===== src/rtl/seq_divider.sv =====
`default_nettype none
// ============================================================================
// Module      : seq_divider
// Description : Multi-cycle iterative restoring divider for the execute stage.
//               Accepts a dividend/divisor pair over a valid/ready handshake,
//               retires one quotient bit per clock and presents a registered
//               quotient, remainder and divide-by-zero flag over a second
//               valid/ready handshake. One operation in flight at a time.
// Revision    : 1.0 - initial release
// ----------------------------------------------------------------------------
// Parameters
//   WORD_SIZE   operand, quotient and remainder width in bits
//   CNT_W       iteration counter width (2**CNT_W > WORD_SIZE)
// Ports
//   clk          in   rising-edge clock
//   rst_n        in   asynchronous active-low reset
//   in_valid     in   dividend/divisor valid
//   in_ready     out  divider idle and able to accept an operation
//   dividend     in   numerator, sampled on in_valid & in_ready
//   divisor      in   denominator, sampled on in_valid & in_ready
//   out_valid    out  result valid
//   out_ready    in   consumer accepts result
//   quotient     out  result quotient
//   remainder    out  result remainder
//   div_by_zero  out  divisor was zero for this result
//   busy         out  operation in progress or result pending
// Configuration
//   SEQ_DIVIDER_SIGNED_EN  when defined, operands are two's complement and
//                          the result truncates toward zero; otherwise all
//                          operands and results are unsigned.
// ============================================================================
module seq_divider #(
    parameter int WORD_SIZE = 19,
    parameter int CNT_W     = 5
) (
    input  logic                 clk,
    input  logic                 rst_n,
    input  logic                 in_valid,
    output logic                 in_ready,
    input  logic [WORD_SIZE-1:0] dividend,
    input  logic [WORD_SIZE-1:0] divisor,
    output logic                 out_valid,
    input  logic                 out_ready,
    output logic [WORD_SIZE-1:0] quotient,
    output logic [WORD_SIZE-1:0] remainder,
    output logic                 div_by_zero,
    output logic                 busy
);

    localparam logic [1:0] C_IDLE = 2'd0;
    localparam logic [1:0] C_CALC = 2'd1;
    localparam logic [1:0] C_DONE = 2'd2;

    localparam logic [CNT_W-1:0] C_LAST_STEP = CNT_W'(WORD_SIZE - 1);

    // ------------------------------------------------------------------
    // State
    // ------------------------------------------------------------------
    logic [1:0]           state_q,       state_d;
    logic [CNT_W-1:0]     cnt_q,         cnt_d;
    // dvd_q shifts the dividend out at the top while quotient bits enter at
    // the bottom; after the last step it holds the quotient.
    logic [WORD_SIZE-1:0] dvd_q,         dvd_d;
    logic [WORD_SIZE-1:0] dsr_q,         dsr_d;
    // Partial remainder carries one extra bit so the shifted value never
    // overflows before the compare/subtract.
    logic [WORD_SIZE:0]   rem_q,         rem_d;
    logic                 dbz_q,         dbz_d;
    logic [WORD_SIZE-1:0] quotient_q,    quotient_d;
    logic [WORD_SIZE-1:0] remainder_q,   remainder_d;
    logic                 div_by_zero_q, div_by_zero_d;
    logic                 out_valid_q,   out_valid_d;
`ifdef SEQ_DIVIDER_SIGNED_EN
    logic                 q_neg_q,       q_neg_d;
    logic                 r_neg_q,       r_neg_d;
`endif

    // ------------------------------------------------------------------
    // Datapath helpers
    // ------------------------------------------------------------------
    logic [WORD_SIZE:0]   rem_shift;
    logic                 rem_ge;
    logic [WORD_SIZE:0]   rem_sub;
    logic [WORD_SIZE:0]   rem_step;
    logic [WORD_SIZE-1:0] quo_step;
    logic [WORD_SIZE-1:0] dvd_mag;
    logic [WORD_SIZE-1:0] dsr_mag;
    // Top bit of the stored partial remainder is always zero after a step
    // (remainder < divisor), so it is never read back.
    logic                 unused_rem_msb;

    assign unused_rem_msb = rem_q[WORD_SIZE];

    assign rem_shift = {rem_q[WORD_SIZE-1:0], dvd_q[WORD_SIZE-1]};
    assign rem_ge    = (rem_shift >= {1'b0, dsr_q});
    assign rem_sub   = rem_shift - {1'b0, dsr_q};
    assign rem_step  = rem_ge ? rem_sub : rem_shift;
    assign quo_step  = {dvd_q[WORD_SIZE-2:0], rem_ge};

`ifdef SEQ_DIVIDER_SIGNED_EN
    // The most-negative value has magnitude 2**(WORD_SIZE-1), which still
    // fits in WORD_SIZE unsigned bits, so no extra width is needed.
    assign dvd_mag = dividend[WORD_SIZE-1] ? ('0 - dividend) : dividend;
    assign dsr_mag = divisor[WORD_SIZE-1]  ? ('0 - divisor)  : divisor;
`else
    assign dvd_mag = dividend;
    assign dsr_mag = divisor;
`endif

    // ------------------------------------------------------------------
    // Next-state logic
    // ------------------------------------------------------------------
    always_comb begin
        state_d       = state_q;
        cnt_d         = cnt_q;
        dvd_d         = dvd_q;
        dsr_d         = dsr_q;
        rem_d         = rem_q;
        dbz_d         = dbz_q;
        quotient_d    = quotient_q;
        remainder_d   = remainder_q;
        div_by_zero_d = div_by_zero_q;
        out_valid_d   = out_valid_q;
`ifdef SEQ_DIVIDER_SIGNED_EN
        q_neg_d       = q_neg_q;
        r_neg_d       = r_neg_q;
`endif

        case (state_q)
            C_IDLE: begin
                if (in_valid) begin
                    cnt_d = '0;
                    if (divisor == '0) begin
                        // Result is known immediately; skip the iteration.
                        dvd_d   = '1;
                        rem_d   = {1'b0, dividend};
                        dsr_d   = '0;
                        dbz_d   = 1'b1;
                        state_d = C_DONE;
                    end else begin
                        dvd_d   = dvd_mag;
                        dsr_d   = dsr_mag;
                        rem_d   = '0;
                        dbz_d   = 1'b0;
                        state_d = C_CALC;
`ifdef SEQ_DIVIDER_SIGNED_EN
                        q_neg_d = dividend[WORD_SIZE-1] ^ divisor[WORD_SIZE-1];
                        r_neg_d = dividend[WORD_SIZE-1];
`endif
                    end
                end
            end

            C_CALC: begin
                dvd_d = quo_step;
                rem_d = rem_step;
                cnt_d = cnt_q + 1'b1;
                if (cnt_q == C_LAST_STEP) begin
                    cnt_d   = '0;
                    state_d = C_DONE;
`ifdef SEQ_DIVIDER_SIGNED_EN
                    // Sign correction folded into the final step so the
                    // signed build keeps the same latency.
                    if (q_neg_q) begin
                        dvd_d = '0 - quo_step;
                    end
                    if (r_neg_q) begin
                        rem_d = {1'b0, ({WORD_SIZE{1'b0}} - rem_step[WORD_SIZE-1:0])};
                    end
`endif
                end
            end

            C_DONE: begin
                if (!out_valid_q) begin
                    // First DONE cycle: transfer the result to the output
                    // registers; out_ready has no effect until out_valid.
                    quotient_d    = dvd_q;
                    remainder_d   = rem_q[WORD_SIZE-1:0];
                    div_by_zero_d = dbz_q;
                    out_valid_d   = 1'b1;
                end else if (out_ready) begin
                    out_valid_d = 1'b0;
                    state_d     = C_IDLE;
                end
            end

            default: begin
                state_d     = C_IDLE;
                out_valid_d = 1'b0;
            end
        endcase
    end

    // ------------------------------------------------------------------
    // Registers
    // ------------------------------------------------------------------
    always_ff @(posedge clk or negedge rst_n) begin
        if (!rst_n) begin
            state_q       <= C_IDLE;
            cnt_q         <= '0;
            dvd_q         <= '0;
            dsr_q         <= '0;
            rem_q         <= '0;
            dbz_q         <= 1'b0;
            quotient_q    <= '0;
            remainder_q   <= '0;
            div_by_zero_q <= 1'b0;
            out_valid_q   <= 1'b0;
`ifdef SEQ_DIVIDER_SIGNED_EN
            q_neg_q       <= 1'b0;
            r_neg_q       <= 1'b0;
`endif
        end else begin
            state_q       <= state_d;
            cnt_q         <= cnt_d;
            dvd_q         <= dvd_d;
            dsr_q         <= dsr_d;
            rem_q         <= rem_d;
            dbz_q         <= dbz_d;
            quotient_q    <= quotient_d;
            remainder_q   <= remainder_d;
            div_by_zero_q <= div_by_zero_d;
            out_valid_q   <= out_valid_d;
`ifdef SEQ_DIVIDER_SIGNED_EN
            q_neg_q       <= q_neg_d;
            r_neg_q       <= r_neg_d;
`endif
        end
    end

    // ------------------------------------------------------------------
    // Outputs
    // ------------------------------------------------------------------
    assign in_ready    = (state_q == C_IDLE);
    assign busy        = (state_q != C_IDLE);
    assign out_valid   = out_valid_q;
    assign quotient    = quotient_q;
    assign remainder   = remainder_q;
    assign div_by_zero = div_by_zero_q;

endmodule
`default_nettype wire

===== config.mk =====
export PLATFORM = sky130hd
export DESIGN_NAME = seq_divider
export DESIGN_NICKNAME = d
export VERILOG_FILES = /design/src/rtl/seq_divider.sv
export SDC_FILE = /design/constraint.sdc
export NUM_CORES = 1
export LEC_CHECK = 0
export CORE_MARGIN = 2
export CORE_UTILIZATION = 30
export DETAILED_ROUTE_END_ITERATION = 10
export PLACE_DENSITY = 0.51
export SLEW_MARGIN = 20
export SYNTH_ARGS = -nofsm -noshare
export SYNTH_HDL_FRONTEND = slang
export SYNTH_SLANG_ARGS = --single-unit

===== constraint.sdc =====
create_clock -name clk -period 2.6 [get_ports clk]
set_clock_uncertainty 0.1 [all_clocks]
set_input_delay 0.26 -clock clk [delete_from_list [all_inputs] [get_ports clk]]
set_output_delay 0.26 -clock clk [all_outputs]
set_load 0.02 [all_outputs]

After elaboration in Yosys (flattened, before gate mapping)
Cells that the tools add are included.
Storage, ports and cells
  register bits after elaboration: 105
  input bits: 42
Cells by class
  $add $sub $neg: 2
  order comparisons: 1
  equality and inequality tests: 7
  multiplexer cells: 21
  bitwise logic cells: 1
  reductions and logical operators: 9
Operators with widths (number)
  two-way mux 19 bit: 6
  one-hot mux 19 bit (2 select lines): 2
  >= comparator 20 x 19 -> 1 bit: 1
  zero test 19 bit: 1
  subtractor 19 bit: 1
  two-way mux 2 bit: 5
  two-way mux 5 bit: 2
  one-hot mux 5 bit (2 select lines): 1
  inequality test 2 bit, second input constant: 4
  one-hot mux 2 bit (3 select lines): 1
  AND reduction 2 bit: 3
  adder 5 x 1 -> 5 bit, second input constant: 1
  == test 5 bit, second input constant: 1
  AND reduction 4 bit: 1
  nonzero test 2 bit: 2
  two-way mux 1 bit: 3
  == test 2 x 1 -> 1 bit, second input constant: 1
  == test 2 bit, second input constant: 1
  zero test 2 bit: 1
  one-hot mux 1 bit (2 select lines): 1
  OR reduction 2 bit: 1
  NOT 1 bit: 1

Depth between registers and ports, before layout
  depth after elaboration: 4
  mapped depth: 11
  mapped depth without buffers: 10

Worst setup path before layout
OpenSTA, ideal clock, no wires.
  kind: reg2reg
  start: register dvd_q[18]
  end: register rem_q[12]
  library setup time: 135 ps
  data arrival time: 2386 ps
  data required time: 2365 ps
  path slack: -21 ps
  stages on the path, launching flop included: 12
  path buffers: 1
  period minus slack after synthesis: 2621 ps
  cells stage by stage: dfrtp_1 > inv_1 > ha_1 > fa_1 > nand2b_1 > a21oi_2 > o21ai_2 > o31ai_4 > a41o_2 > buf_6 > mux2i_1 > o22ai_1
Between the ends
  word-level cells in the longest chain between the ends: 3
  elaborated cells between the ends (all ways): 4
  those cells by class: add/sub (1); order compare (1); mux (2)
Ends and longest elaborated chain
  start: declaration: RTL line 63  | logic [WORD_SIZE-1:0] dvd_q, dvd_d;
  start signal: assignment: RTL line 217  | dvd_q <= dvd_d;
  subtractor 19 bit / >= comparator 20 x 19 -> 1 bit (equally long branches): RTL line 96, 95
  two-way mux 19 bit (*): RTL line 97  | assign rem_step = rem_ge ? rem_sub : rem_shift;
  one-hot mux 19 bit (2 select lines) (*): RTL line 129  | case (state_q)
  end signal: assignment: RTL line 219  | rem_q <= rem_d;
  end: declaration: RTL line 67  | logic [WORD_SIZE:0] rem_q, rem_d;
Mark *: on every way between the ends. The rest lies on a longest branch, timed or not.
A chain may end at the register's enable or synchronous reset.

Worst setup path after layout
  start: register dsr_q[0]
  end: register rem_q[2]
Between the ends
  word-level cells in the longest chain between the ends: 3
  elaborated cells between the ends (all ways): 4
  those cells by class: add/sub (1); order compare (1); mux (2)
Ends and longest elaborated chain
  start: declaration: RTL line 64  | logic [WORD_SIZE-1:0] dsr_q, dsr_d;
  start signal: assignment: RTL line 218  | dsr_q <= dsr_d;
  subtractor 19 bit / >= comparator 20 x 19 -> 1 bit (equally long branches): RTL line 96, 95
  two-way mux 19 bit (*): RTL line 97
  one-hot mux 19 bit (2 select lines) (*): RTL line 129
Marks and branches as above.

==> metrics <==
Setup Viol. Count Final 2; synthesized instance count around 600; Detail Placement HPWL around 13000 microns; unrepaired setup endpoints after global routing true; total gr overflow 0; overall power 12.02 mW; Yosys reg bits 105; first-pass GRT wire length about 27000 microns; clk buf depth 2; CP Capture Type flop; All-Layer GR Usage 17.51%; failing checks setup timing; root buffer cell clkbuf_16; critical path type flop to flop; async set or reset register ratio after synthesis 100.0%; Yosys warnings 0; CP startpoint kind flop; setup TNS -0.01923 ns; I/O Buffers 83; synth-to-layout area growth 35.57%; minimum clock period around 2.6 ns; Post-Syn Area between 5000 and 6000 sq um; floorplan row count 50; Post-synth EDFFs 0; Mapped Nets ~660; mean post-synth cell area between 9 and 10 sq um; Die Ht 142.7 microns; initial drt markers 290; Tcrit/Tclk final 100.4%; Post-Synth Simple-Gate Area between 10% and 20%; mux contribution to synthesized area about 9.8%; DIE AREA ~20000 sq um; power per cell area 1536 nW/um^2; core area approximately 19000 sq um; Worst-Skew Late Latency 0.37 ns; Top FF cell, synth dfrtp_1; Clk pin slew, worst setup/hold paths ~0.08 ns; HP Class primary input to asynchronous set/reset pin; Max VDD drop roughly 0.51 mV; top cells by area, synth dfrtp_1, mux2_2, ha_1; Top Metal Used met4; largest family of logic cells by synthesized area compound AO/OA/AOI/OAI gates; First-pass DRT Iterations 5; Synth cell types 64; slowest CP cell dfrtp_1; Routed WL per cell 17.91 microns; gpl congestion between 0.8 and 0.9; met3 WL post-DR about 900 microns; Vias between 4000 and 5000; number of top-level pins 84; routed wl met2 about 7600 microns; status finished, violations left; detailed-route DRC error count 0; share of cells above drive strength 1 23.46%; fin. max-slew vios 0; Inst Count DP 938; critical path required time around 2.7 ns; Final Hold Viols 0; Non-Filler Instances 963; Compound-Gate Fraction of Synth Area 17.62%; CTS H-tree depth 3; CP cell instances ha_4 > fa_2 > nand2b_4 > a21oi_4 > o21ai_4 > o31ai_4 > a41o_2 > buf_12 > mux2i_1 > o221ai_1; CP arrival ~2.7 ns; initial core utilization a little under a third; Worst-Margin Slew just under 0.6 ns; crit-path max FO 6; ANT nets after route 0; Leak Pwr around 3.4 nW; adder-cell area share of the yosys netlist under 10%; vias per cell 5.087; vias in the first global route 4841; post-layout util a little over two fifths; FMAX approximately 0.38 GHz; Final WS setup -0.01016 ns; max incr delay on CP slightly above 0.4 ns; Yosys top cell area share 45.51%; Clock Sinks around 110; XOR/XNOR Fraction of Synth Area between 1.5 and 2%; maximum capacitance violations 0; largest net degree at the start of global routing 66; layout net count between 700 and 800; Synth area leader dfrtp_1; sequential area share after synthesis 45.51%; initial antenna violation count 0; CTS tree yes; DP Worst Slack -0.2596 ns; ANT cells 0; met1 wire length roughly 8500 microns; total wire length approximately 17000 microns; r2r setup slk -0.01 ns; commonest cells after routing, fill and taps aside dfrtp_1, clkdlybuf4s50_1, buf_4; commonest non-fill, non-tap cell in the layout dfrtp_1; DIE WIDTH 142.7 microns; cts bufs inserted 9; Slew Limit Headroom between 60 and 70%
-- final cells by class --
class,count,area (sq um)
inverter,29,108.9
sequential,105,2628
fill,1822,10940
multi-input combinational,423,3049
timing repair buffer,156,1448
clock inverter,7,75.07
clock buffer,9,225.2
tap,234,292.8
-- per-stage QoR --
| step | area (sq um) | hold WS, ns |
|---|---|---|
| floorplan | 5773 | -0.1356 |
| finish | 7826 | 0.3327 |
| detailed placement | 7253 | 0.1956 |
| global route | 7826 | 0.3869 |
| CTS | 7679 | 0.3409 |
| global placement | 7253 | 0.1919 |
-- cell usage after synthesis, types with 4 or more instances --
library cell  count
nor4_1            5
xor2_1            8
o22ai_1           4
ha_1             21
xnor2_1           5
nor2b_1          10
buf_2             5
a2bb2oi_1         4
inv_1            28
o21ai_1           4
nand2_1          61
clkbuf_1         27
nand3_1          13
and3_1            5
nor3_1           23
nor2_1           46
nand4_1           8
mux2i_1           8
o21ai_0          38
a21oi_1          32
a21o_1            4
o31ai_1          18
nand2b_1          5
o21a_1            4
dfrtp_1         105
a31oi_1           5
o211ai_1          6
mux2_2           43
-- state kept, by name, indices dropped and copies added (netlist names) --
register,flops
rem_q,19
dvd_q,19
dbz_q,1
out_valid,1
state_q,2
div_by_zero,1
dsr_q,19
cnt_q,5
remainder,19
quotient,19
-- repair_timing --
| item | CTS | global route |
|---|---|---|
| pin swaps | 10 | 18 |
| buffers inserted | 3 | 4 |
| hold buffers | 1 | 0 |
| gates cloned | 1 | 0 |
| setup endpoints to repair | 17 | 20 |
| gates resized for setup | 17 | 24 |
| endpoints found under the hold margin | 40 | 0 |
-- power by group --
| group | internal (mW) | switching [mW] | total (mW) |
|---|---|---|---|
| clock network | 0.682 | 0.696 | 1.38 |
| logic | 3.67 | 4.07 | 7.74 |
| registers | 2.40 | 0.506 | 2.90 |
| total | 6.74 | 5.28 | 12.0 |
-- routing by layer --
metal | track usage, % | vias up
li1 | - | 2386
met5 | 0 | -
met1 | 24.91 | 2364
met2 | 27.07 | 126
met3 | 3.521 | 23
met4 | 4.898 | 0
-- final timing paths --
check,startpoint,end,cells past startpoint
setup / recovery,dsr_q[0],rem_q[2],10
hold / removal,rst_n,quotient[13],2
setup reg to reg,dsr_q[0],rem_q[2],10
hold reg to reg,cnt_q[4],cnt_q[4],1
max in group asynchronous,rst_n,dsr_q[18],3
min in group clk,divisor[13],dsr_q[13],3
-- cell families (layout without fill, tap and decap cells) --
family                     after synthesis  count (layout)
AOI/OAI and AO/OA                      149             149
xor gates and xnor gates                13              13
adders and majority gates               22              22
buffers and inverters                   67             201
DFF                                    105             105
muxes                                   51              51
and+or+nand+nor                        188             188
-- critical path, delay by kind of cell (launching register included) --
kind,cells,cell delay [ns]
buffers and inverters,1,0.13
adders and majority gates,2,0.54
and+or+nand+nor,1,0.16
muxes,1,0.19
DFF,1,0.41
AOI/OAI and AO/OA,5,0.96
Power figures use the tool's default switching activity.
